==> src/rtl/cp0_exc_sequencer_if.sv <==
// Commit-point bus between WB, CP0 and fetch, as seen by the exception sequencer.
// The master modport is the pipeline/CP0 environment; the slave modport is the sequencer.
interface cp0_exc_sequencer_if;
  logic        wb_valid;
  logic        wb_ready;
  logic        wb_exc;
  logic [4:0]  wb_exc_code;
  logic        wb_bd;
  logic [31:0] wb_pc;
  logic [31:0] wb_badvaddr;
  logic        wb_eret;
  logic        wb_mtc0;
  logic [5:0]  hw_int;
  logic [7:0]  cause_ip;
  logic [7:0]  status_im;
  logic        status_ie;
  logic        status_exl;
  logic [31:0] cp0_epc;
  logic [5:0]  hw_int_sync;
  logic        mtc0_we;
  logic        exc_we;
  logic [4:0]  exc_code;
  logic        exc_bd;
  logic [31:0] exc_epc;
  logic [31:0] exc_badvaddr;
  logic        badvaddr_we;
  logic        eret_we;
  logic        flush;
  logic        redirect_valid;
  logic [31:0] redirect_pc;
  logic        redirect_ready;

  modport master (
    output wb_valid, wb_exc, wb_exc_code, wb_bd, wb_pc, wb_badvaddr, wb_eret, wb_mtc0,
    output hw_int, cause_ip, status_im, status_ie, status_exl, cp0_epc, redirect_ready,
    input  wb_ready, hw_int_sync, mtc0_we, exc_we, exc_code, exc_bd, exc_epc, exc_badvaddr,
    input  badvaddr_we, eret_we, flush, redirect_valid, redirect_pc
  );

  modport slave (
    input  wb_valid, wb_exc, wb_exc_code, wb_bd, wb_pc, wb_badvaddr, wb_eret, wb_mtc0,
    input  hw_int, cause_ip, status_im, status_ie, status_exl, cp0_epc, redirect_ready,
    output wb_ready, hw_int_sync, mtc0_we, exc_we, exc_code, exc_bd, exc_epc, exc_badvaddr,
    output badvaddr_we, eret_we, flush, redirect_valid, redirect_pc
  );
endinterface

==> src/rtl/cp0_exc_sequencer.sv <==
// Commit-point exception/interrupt/ERET sequencer: decides at WB, then runs a fixed
// CP0-update -> flush -> fetch-redirect sequence while stalling WB.
module cp0_exc_sequencer #(
  parameter logic [31:0] EXC_VECTOR  = 32'hbfc00380,
  parameter int unsigned SYNC_STAGES = 2
) (
  input logic                clk,
  input logic                rst_n,
  cp0_exc_sequencer_if.slave bus
);

  typedef enum logic [1:0] {StIdle, StFlush, StRedirect} state_e;

  state_e      state_q, state_d;
  logic [4:0]  code_q, code_d;
  logic        bd_q, bd_d;
  logic [31:0] epc_q, epc_d;
  logic [31:0] bva_q, bva_d;
  logic [31:0] target_q, target_d;
  logic        eret_kind_q, eret_kind_d;

  logic [SYNC_STAGES-1:0][5:0] sync_q;

  logic int_pending;
  logic take_int, take_exc, take_eret, take_event;

  always_ff @(posedge clk or negedge rst_n) begin
    if (!rst_n) begin
      sync_q <= '0;
    end else begin
      sync_q <= {sync_q[SYNC_STAGES-2:0], bus.hw_int};
    end
  end

  assign bus.hw_int_sync = sync_q[SYNC_STAGES-1];

  assign int_pending = (|(bus.cause_ip & bus.status_im)) & bus.status_ie & ~bus.status_exl;

  // Priority: interrupt, then pipeline exception, then ERET.
  assign take_int   = bus.wb_valid & int_pending;
  assign take_exc   = bus.wb_valid & ~int_pending & bus.wb_exc;
  assign take_eret  = bus.wb_valid & ~int_pending & ~bus.wb_exc & bus.wb_eret;
  assign take_event = (state_q == StIdle) & (take_int | take_exc | take_eret);

  always_comb begin
    state_d     = state_q;
    code_d      = code_q;
    bd_d        = bd_q;
    epc_d       = epc_q;
    bva_d       = bva_q;
    target_d    = target_q;
    eret_kind_d = eret_kind_q;

    unique case (state_q)
      StIdle: begin
        if (take_event) begin
          state_d     = StFlush;
          eret_kind_d = take_eret;
          if (take_eret) begin
            target_d = bus.cp0_epc;
          end else begin
            target_d = EXC_VECTOR;
            code_d   = take_int ? 5'd0 : bus.wb_exc_code;
            bd_d     = bus.wb_bd;
            epc_d    = bus.wb_bd ? (bus.wb_pc - 32'd4) : bus.wb_pc;
            bva_d    = bus.wb_badvaddr;
          end
        end
      end
      StFlush: begin
        state_d = StRedirect;
      end
      StRedirect: begin
        if (bus.redirect_ready) begin
          state_d = StIdle;
        end
      end
      default: begin
        state_d = StIdle;
      end
    endcase
  end

  always_ff @(posedge clk or negedge rst_n) begin
    if (!rst_n) begin
      state_q     <= StIdle;
      code_q      <= '0;
      bd_q        <= 1'b0;
      epc_q       <= '0;
      bva_q       <= '0;
      target_q    <= '0;
      eret_kind_q <= 1'b0;
    end else begin
      state_q     <= state_d;
      code_q      <= code_d;
      bd_q        <= bd_d;
      epc_q       <= epc_d;
      bva_q       <= bva_d;
      target_q    <= target_d;
      eret_kind_q <= eret_kind_d;
    end
  end

  // Combinational outputs are gated by rst_n so every output reads 0 while reset is held.
  assign bus.wb_ready = rst_n & (state_q == StIdle);
  assign bus.mtc0_we  = rst_n & (state_q == StIdle) & bus.wb_valid & bus.wb_mtc0 & ~take_event;

  assign bus.exc_we         = (state_q == StFlush) & ~eret_kind_q;
  assign bus.eret_we        = (state_q == StFlush) & eret_kind_q;
  assign bus.badvaddr_we    = bus.exc_we & ((code_q == 5'd4) | (code_q == 5'd5));
  assign bus.flush          = (state_q == StFlush) | (state_q == StRedirect);
  assign bus.redirect_valid = (state_q == StRedirect);
  assign bus.redirect_pc    = target_q;
  assign bus.exc_code       = code_q;
  assign bus.exc_bd         = bd_q;
  assign bus.exc_epc        = epc_q;
  assign bus.exc_badvaddr   = bva_q;

endmodule
==> src/flat_wrapper.sv <==
// flat-port wrapper written by rule: the top's interface ports become plain ports
module cp0_exc_sequencer_flat 
#(
  parameter logic [31:0] EXC_VECTOR  = 32'hbfc00380,
  parameter int unsigned SYNC_STAGES = 2
)
  (clk, rst_n, bus_wb_valid, bus_wb_exc, bus_wb_exc_code, bus_wb_bd, bus_wb_pc, bus_wb_badvaddr, bus_wb_eret, bus_wb_mtc0, bus_hw_int, bus_cause_ip, bus_status_im, bus_status_ie, bus_status_exl, bus_cp0_epc, bus_redirect_ready, bus_wb_ready, bus_hw_int_sync, bus_mtc0_we, bus_exc_we, bus_exc_code, bus_exc_bd, bus_exc_epc, bus_exc_badvaddr, bus_badvaddr_we, bus_eret_we, bus_flush, bus_redirect_valid, bus_redirect_pc);
  cp0_exc_sequencer_if bus_i ();
  input logic clk;
  input logic rst_n;
  input wire logic [$bits(bus_i.wb_valid)-1:0] bus_wb_valid;
  input wire logic [$bits(bus_i.wb_exc)-1:0] bus_wb_exc;
  input wire logic [$bits(bus_i.wb_exc_code)-1:0] bus_wb_exc_code;
  input wire logic [$bits(bus_i.wb_bd)-1:0] bus_wb_bd;
  input wire logic [$bits(bus_i.wb_pc)-1:0] bus_wb_pc;
  input wire logic [$bits(bus_i.wb_badvaddr)-1:0] bus_wb_badvaddr;
  input wire logic [$bits(bus_i.wb_eret)-1:0] bus_wb_eret;
  input wire logic [$bits(bus_i.wb_mtc0)-1:0] bus_wb_mtc0;
  input wire logic [$bits(bus_i.hw_int)-1:0] bus_hw_int;
  input wire logic [$bits(bus_i.cause_ip)-1:0] bus_cause_ip;
  input wire logic [$bits(bus_i.status_im)-1:0] bus_status_im;
  input wire logic [$bits(bus_i.status_ie)-1:0] bus_status_ie;
  input wire logic [$bits(bus_i.status_exl)-1:0] bus_status_exl;
  input wire logic [$bits(bus_i.cp0_epc)-1:0] bus_cp0_epc;
  input wire logic [$bits(bus_i.redirect_ready)-1:0] bus_redirect_ready;
  output wire logic [$bits(bus_i.wb_ready)-1:0] bus_wb_ready;
  output wire logic [$bits(bus_i.hw_int_sync)-1:0] bus_hw_int_sync;
  output wire logic [$bits(bus_i.mtc0_we)-1:0] bus_mtc0_we;
  output wire logic [$bits(bus_i.exc_we)-1:0] bus_exc_we;
  output wire logic [$bits(bus_i.exc_code)-1:0] bus_exc_code;
  output wire logic [$bits(bus_i.exc_bd)-1:0] bus_exc_bd;
  output wire logic [$bits(bus_i.exc_epc)-1:0] bus_exc_epc;
  output wire logic [$bits(bus_i.exc_badvaddr)-1:0] bus_exc_badvaddr;
  output wire logic [$bits(bus_i.badvaddr_we)-1:0] bus_badvaddr_we;
  output wire logic [$bits(bus_i.eret_we)-1:0] bus_eret_we;
  output wire logic [$bits(bus_i.flush)-1:0] bus_flush;
  output wire logic [$bits(bus_i.redirect_valid)-1:0] bus_redirect_valid;
  output wire logic [$bits(bus_i.redirect_pc)-1:0] bus_redirect_pc;
  assign bus_i.wb_valid = bus_wb_valid;
  assign bus_i.wb_exc = bus_wb_exc;
  assign bus_i.wb_exc_code = bus_wb_exc_code;
  assign bus_i.wb_bd = bus_wb_bd;
  assign bus_i.wb_pc = bus_wb_pc;
  assign bus_i.wb_badvaddr = bus_wb_badvaddr;
  assign bus_i.wb_eret = bus_wb_eret;
  assign bus_i.wb_mtc0 = bus_wb_mtc0;
  assign bus_i.hw_int = bus_hw_int;
  assign bus_i.cause_ip = bus_cause_ip;
  assign bus_i.status_im = bus_status_im;
  assign bus_i.status_ie = bus_status_ie;
  assign bus_i.status_exl = bus_status_exl;
  assign bus_i.cp0_epc = bus_cp0_epc;
  assign bus_i.redirect_ready = bus_redirect_ready;
  assign bus_wb_ready = bus_i.wb_ready;
  assign bus_hw_int_sync = bus_i.hw_int_sync;
  assign bus_mtc0_we = bus_i.mtc0_we;
  assign bus_exc_we = bus_i.exc_we;
  assign bus_exc_code = bus_i.exc_code;
  assign bus_exc_bd = bus_i.exc_bd;
  assign bus_exc_epc = bus_i.exc_epc;
  assign bus_exc_badvaddr = bus_i.exc_badvaddr;
  assign bus_badvaddr_we = bus_i.badvaddr_we;
  assign bus_eret_we = bus_i.eret_we;
  assign bus_flush = bus_i.flush;
  assign bus_redirect_valid = bus_i.redirect_valid;
  assign bus_redirect_pc = bus_i.redirect_pc;
  cp0_exc_sequencer #(.EXC_VECTOR(EXC_VECTOR), .SYNC_STAGES(SYNC_STAGES)) u_core (.clk(clk), .rst_n(rst_n), .bus(bus_i));
endmodule
==> config.mk <==
export PLATFORM = sky130hd
export DESIGN_NAME = cp0_exc_sequencer_flat
export DESIGN_NICKNAME = d
export VERILOG_FILES = /design/src/rtl/cp0_exc_sequencer_if.sv /design/src/rtl/cp0_exc_sequencer.sv /design/src/flat_wrapper.sv
export SDC_FILE = /design/constraint.sdc
export NUM_CORES = 1
export LEC_CHECK = 0
export CORE_ASPECT_RATIO = 0.8
export CORE_MARGIN = 2
export CORE_UTILIZATION = 41
export CTS_CLUSTER_DIAMETER = 80
export DETAILED_ROUTE_END_ITERATION = 8
export PLACE_DENSITY = 0.84
export SYNTH_ARGS = -nofsm -noshare
export SYNTH_HDL_FRONTEND = slang
export SYNTH_SLANG_ARGS = --single-unit
==> constraint.sdc <==
create_clock -name clk -period 2.1 [get_ports clk]
set_input_delay 0.21 -clock clk [delete_from_list [all_inputs] [get_ports clk]]
set_output_delay 0.21 -clock clk [all_outputs]
set_load 0.05 [all_outputs]
# Yosys cells after proc, flatten, opt, wreduce, memory -nomap -nowiden
# Index checks and enable logic that the tools add are counted.
# word_totals
ff_bits	117
input_bits	133
wordCells	53
# op_classes
addsub	1
eq_ne	6
n_mux	6
bitwise	26
reduce_logical	5
# op_table
operator	n
32-bit 2-to-1 mux	2
32-bit by 3-bit subtractor with 32-bit output, second input constant	1
1-bit bitwise AND	15
5-bit by 3-bit equality test with 1-bit output, second input constant	2
8-bit bitwise AND	1
8-bit OR reduction	1
1-bit inverter	6
2-bit one-hot mux with 3 select lines	1
5-bit 2-to-1 mux	1
2-bit 2-to-1 mux	2
1-bit bitwise OR	4
2-bit AND reduction	2
3-bit AND reduction	1
2-bit by 1-bit equality test with 1-bit output, second input constant	1
2-bit equality test, second input constant	1
2-bit zero test	1
2-bit by 1-bit != test with 1-bit output, second input constant	1
2-bit != test, second input constant	1

# Logic depth before layout (Yosys ltp)
# logic_depth
word_depth	12
mapped_depth	7

# Least setup slack after synthesis
# No wires, ideal clock.
# synth_path
path_type	reg-to-output
start	reg u_core.state_q[0]
end	out bus_mtc0_we
arrival_ns	2.739
required_time_ns	1.890
path_slack_ns	-0.849
path_stages_with_launch	6
path_cell_list	dfrtp_1 > inv_1 > ha_1 > and2_1 > nand3_1 > nor4_1
# synth_via
elab_chain_cells	5
elab_cells_between_ends	7
cone_classes	bitwise: 6; reduce/logical: 1
# synth_rtl
item	line_no	text
start, declared	cp0_exc_sequencer.sv:14	state_e state_q, state_d;
start signal, assigned	cp0_exc_sequencer.sv:86	state_q <= StIdle;
start signal, assigned	cp0_exc_sequencer.sv:94	state_q <= state_d;
2-bit zero test	n/a	
1-bit bitwise AND	n/a	
named net bus_wb_ready	flat_wrapper.sv:26	output wire logic [$bits(bus_i.wb_ready)-1:0] bus_wb_ready;
1-bit bitwise AND (3 in series)	cp0_exc_sequencer.sv:106	assign bus.mtc0_we = rst_n & (state_q == StIdle) & bus.wb_valid & bus.wb_mtc0 & ~take_event;
end, declared	flat_wrapper.sv:28	output wire logic [$bits(bus_i.mtc0_we)-1:0] bus_mtc0_we;
# The timed path passes the listed nets, and every way through them passes these cells.

# Worst setup path in the final report
# layout_path
start	reg u_core.state_q[0]
end	out bus_mtc0_we
# layout_via
elab_chain_cells	5
elab_cells_between_ends	7
cone_classes	bitwise: 6; reduce/logical: 1
# layout_rtl
item	line_no
2-bit zero test *	cp0_exc_sequencer.sv:43, cp0_exc_sequencer.sv:106
1-bit bitwise AND (3 in series)	cp0_exc_sequencer.sv:106
1-bit bitwise AND *	cp0_exc_sequencer.sv:106
# Mark *: on every way between the ends. The rest lies on a longest branch, timed or not.

==> flow_metrics.env <==
export IMPL_outcome="finished clean"
export IMPL_slew_viol_final=0
export IMPL_clkTransAtPathRegs_ps=60
export IMPL_peakVddDrop_uv=1080
export IMPL_rrSetupSlack_ps=340
export IMPL_place_ws_ps=-393
export IMPL_syn_inst=373
export IMPL_worst_slack_ps=52.1
export IMPL_syn_num_nets=512
export IMPL_synthFlopType="dfrtp_1"
export IMPL_worst_pin_slew_ps=685
export IMPL_finClkSkew_ps=4.81
export IMPL_cts_buffers=17
export IMPL_vias=4214
export IMPL_netlist_area_mm2=0.00504
export IMPL_root_buffer="clkbuf_16"
export IMPL_dp_hpwl_um=11200
export IMPL_path_class="reg2out"
export IMPL_placed_area_mm2=0.00804
export IMPL_final_common_cell="clkdlybuf4s50_1"
export IMPL_rsz0062_at_grt="yes"
export IMPL_yosys_top_cells_area="dfrtp_1 (58%), mux2_2 (14%), a22o_1 (4.5%)"
export IMPL_drc=0
export IMPL_synth_cell_types=48
export IMPL_path_cells="inv_2 > ha_4 > and2_4 > nand3_4 > nor4_4 > buf_12"
export IMPL_sw_frac_of_total_pct=44.6
export IMPL_path_depth=6
export IMPL_drtPass1Iterations=6
export IMPL_p_leak_nw=3.73
export IMPL_p_switching_w=0.00639
export IMPL_grt_max_degree=118
export IMPL_fin_nets=813
export IMPL_core_area_mm2=0.0121
export IMPL_drt_vias_per_instance=5.02
export IMPL_r2r_start="u_core.state_q[0]"
export IMPL_numPortBuffers=247
export IMPL_finalCriticalPeriod_ps=2050
export IMPL_fp_row_count=36
export IMPL_ant_nets=0
export IMPL_hold_start="bus_hw_int[4]"
export IMPL_hold_depth=1
export IMPL_clock_latency_ps=410
export IMPL_die_h_um=103
export IMPL_total_power_w=0.0143
export IMPL_avgSynthCellArea_um2=13.5
export IMPL_synth_edf_count=0
export IMPL_start_util_pct=41.7
export IMPL_grt_overflow=0
export IMPL_grt_first_pass_wirelength_um=23000
export IMPL_worst_path_largest_cell_delay_ps=420
export IMPL_yosysWarnings=0
export IMPL_dr_first_iter_drc_count=160
export IMPL_p_comb_share_pct=52.9
export IMPL_cpLargestDelayFamily="simple AND/OR/NAND/NOR gates"
export IMPL_final_layout_size_suffix_gt1_share_pct=26.1
export IMPL_period_share_pct=97.5
export IMPL_crit_fanout=4
export IMPL_final_cell_area_mm2=0.00875
export IMPL_tns_ps=0
export IMPL_grt_usage_pct=23.2
export IMPL_antenna_cells=0
export IMPL_clk_path_buf_depth=2
export IMPL_setup_viol_count_final=0
export IMPL_hold_ws_ps=234
export IMPL_dieWidth_um=128
export IMPL_htreeDepth=4
export IMPL_cp_arrival_ps=1840
export IMPL_required_ps=1890
export IMPL_critPathLaunchType="flip-flop"
export IMPL_yosys_area_top_type_share_pct=58.1
export IMPL_p_clk_share_pct=20.8
export IMPL_relSlewSlack_pct=54.3
export IMPL_grt_pass1_vias=4449
export IMPL_tritoncts="yes"
export IMPL_holdCritPathClass="in2reg"
export IMPL_synth_seq_area_share_pct=58.1
export IMPL_power_per_cell_area_mw_per_mm2=1640
export IMPL_synth_top_cell_by_area="dfrtp_1"
export IMPL_rr_worst_depth=6
export IMPL_r2r_end="u_core.bus.exc_badvaddr[4]"
export IMPL_power_frac_seq_pct=26.3
export IMPL_cp_end_kind="output pin"
export IMPL_cell_internal_pwr_w=0.00793
export IMPL_wl_per_cell_um=18.2
export IMPL_critPathSlowestCell="dfrtp_1"
export IMPL_async_reset_ff_share_pct=100
export IMPL_whs_endpoint="u_core.sync_q[4]"
export IMPL_ios=248
export IMPL_finalWirelength_um=15300
export IMPL_antenna_found_initial=0
export IMPL_dieArea_mm2=0.0132
export IMPL_crit_buf_inv=2
export IMPL_gp_congestion=0.810
export IMPL_clock_sinks=117
export IMPL_ys_ff_latch=117
export IMPL_final_cell_mix="clkdlybuf4s50_1 (238), dfrtp_1 (117), mux2_2 (64)"
export IMPL_hold_viol=0
export IMPL_drv_cap=0
export IMPL_fmax_ghz=0.488
export IMPL_areaGrowthSynthToFinish_pct=73.7
[power by group through the flow]
stage                     Clock, W  Sequential (W)  Combinational [W]
after detailed placement         0         0.00379            0.00750
after global routing       0.00313         0.00389            0.00787
after global placement           0         0.00373            0.00739
after CTS                  0.00302         0.00378            0.00755
final                      0.00297         0.00377            0.00758
after floorplan                  0         0.00695            0.00150
[stage by stage]
| stage | std cells | util [%] |
|---|---|---|
| finish | 839 | 72.5 |
| global route | 839 | 72.5 |
| CTS | 834 | 71.9 |
| detailed placement | 801 | 66.6 |
| global placement | 801 | 66.6 |
| floorplan | 373 | - |
[worst register-to-register path, stage by stage, from the launching register on]
cell,delay [ps]
dfrtp_1,410
inv_2,80
ha_4,170
nand2_1,170
a21o_2,190
buf_12,220
mux2_2,390
[cells by family after synthesis]
family,after synthesis,share of synthesized area (%)
compound gates,54,9.01
xor+xnor,26,4.52
fa+ha+maj,6,1.49
buf+inv,30,3.03
flops,117,58.1
mux,67,14.9
simple gates,73,8.89
[worst max path at each step]
stage | start | end | slack (ps)
detailed placement | bus_cause_ip[4] | u_core.bus.redirect_pc[8] | -390
floorplan | u_core.state_q[0] | bus_mtc0_we | -8
finish | u_core.state_q[0] | bus_mtc0_we | 50
global placement | bus_wb_pc[26] | u_core.bus.exc_epc[30] | -340
global route | u_core.state_q[0] | bus_mtc0_we | -30
CTS | u_core.state_q[0] | bus_mtc0_we | 2
[timing repair]
| action | CTS | global route |
|---|---|---|
| hold buffers | 1 | 0 |
| gates resized for setup | 5 | 8 |
| gates cloned | 0 | 0 |
| pin swaps | 0 | 2 |
| hold endpoints to repair | 117 | 0 |
| buffers inserted | 0 | 5 |
| endpoints found under the setup margin | 2 | 14 |
[cells in the mapped netlist (2+ instances only)]
library cell,n
a21o_1,2
a221oi_1,2
a22o_1,26
a22oi_1,3
and2_1,2
and3_1,2
buf_2,8
buf_4,6
clkbuf_1,6
dfrtp_1,117
ha_1,6
inv_1,9
mux2_1,2
mux2_2,64
nand2_1,11
nand3_1,4
nand4_1,3
nor2_1,13
nor3_1,10
nor3b_1,2
nor4_1,10
o22a_1,12
or3_1,2
or4_4,3
xnor2_1,7
xor2_1,19
[routing by layer]
layer / wire (um) / GRT usage, %
met3: 1130 / 8.15
met4: 263 / 8.03
met2: 7910 / 41.3
met5: 0 / 0
met1: 5990 / 26.3
[area by class of cell]
cell class,instances,area [um^2]
clock buffers,18,429
repair buffers,303,2960
well taps,152,190
flip-flops and latches,117,2930
fillers,787,3320
clock inverters,14,178
inverters,9,33.8
multi-input cells,226,2030
[sequential cells by signal, indices dropped and copies added (netlist names)]
signal	cells
u_core.bus.exc_badvaddr	32
u_core.state_q	2
u_core.bus.exc_epc	32
u_core.eret_kind_q	1
u_core.bus.redirect_pc	32
u_core.bus.exc_code	5
u_core.bus.exc_bd	1
u_core.bus.hw_int_sync	6
u_core.sync_q	6
(Power assumes the default switching activity.)
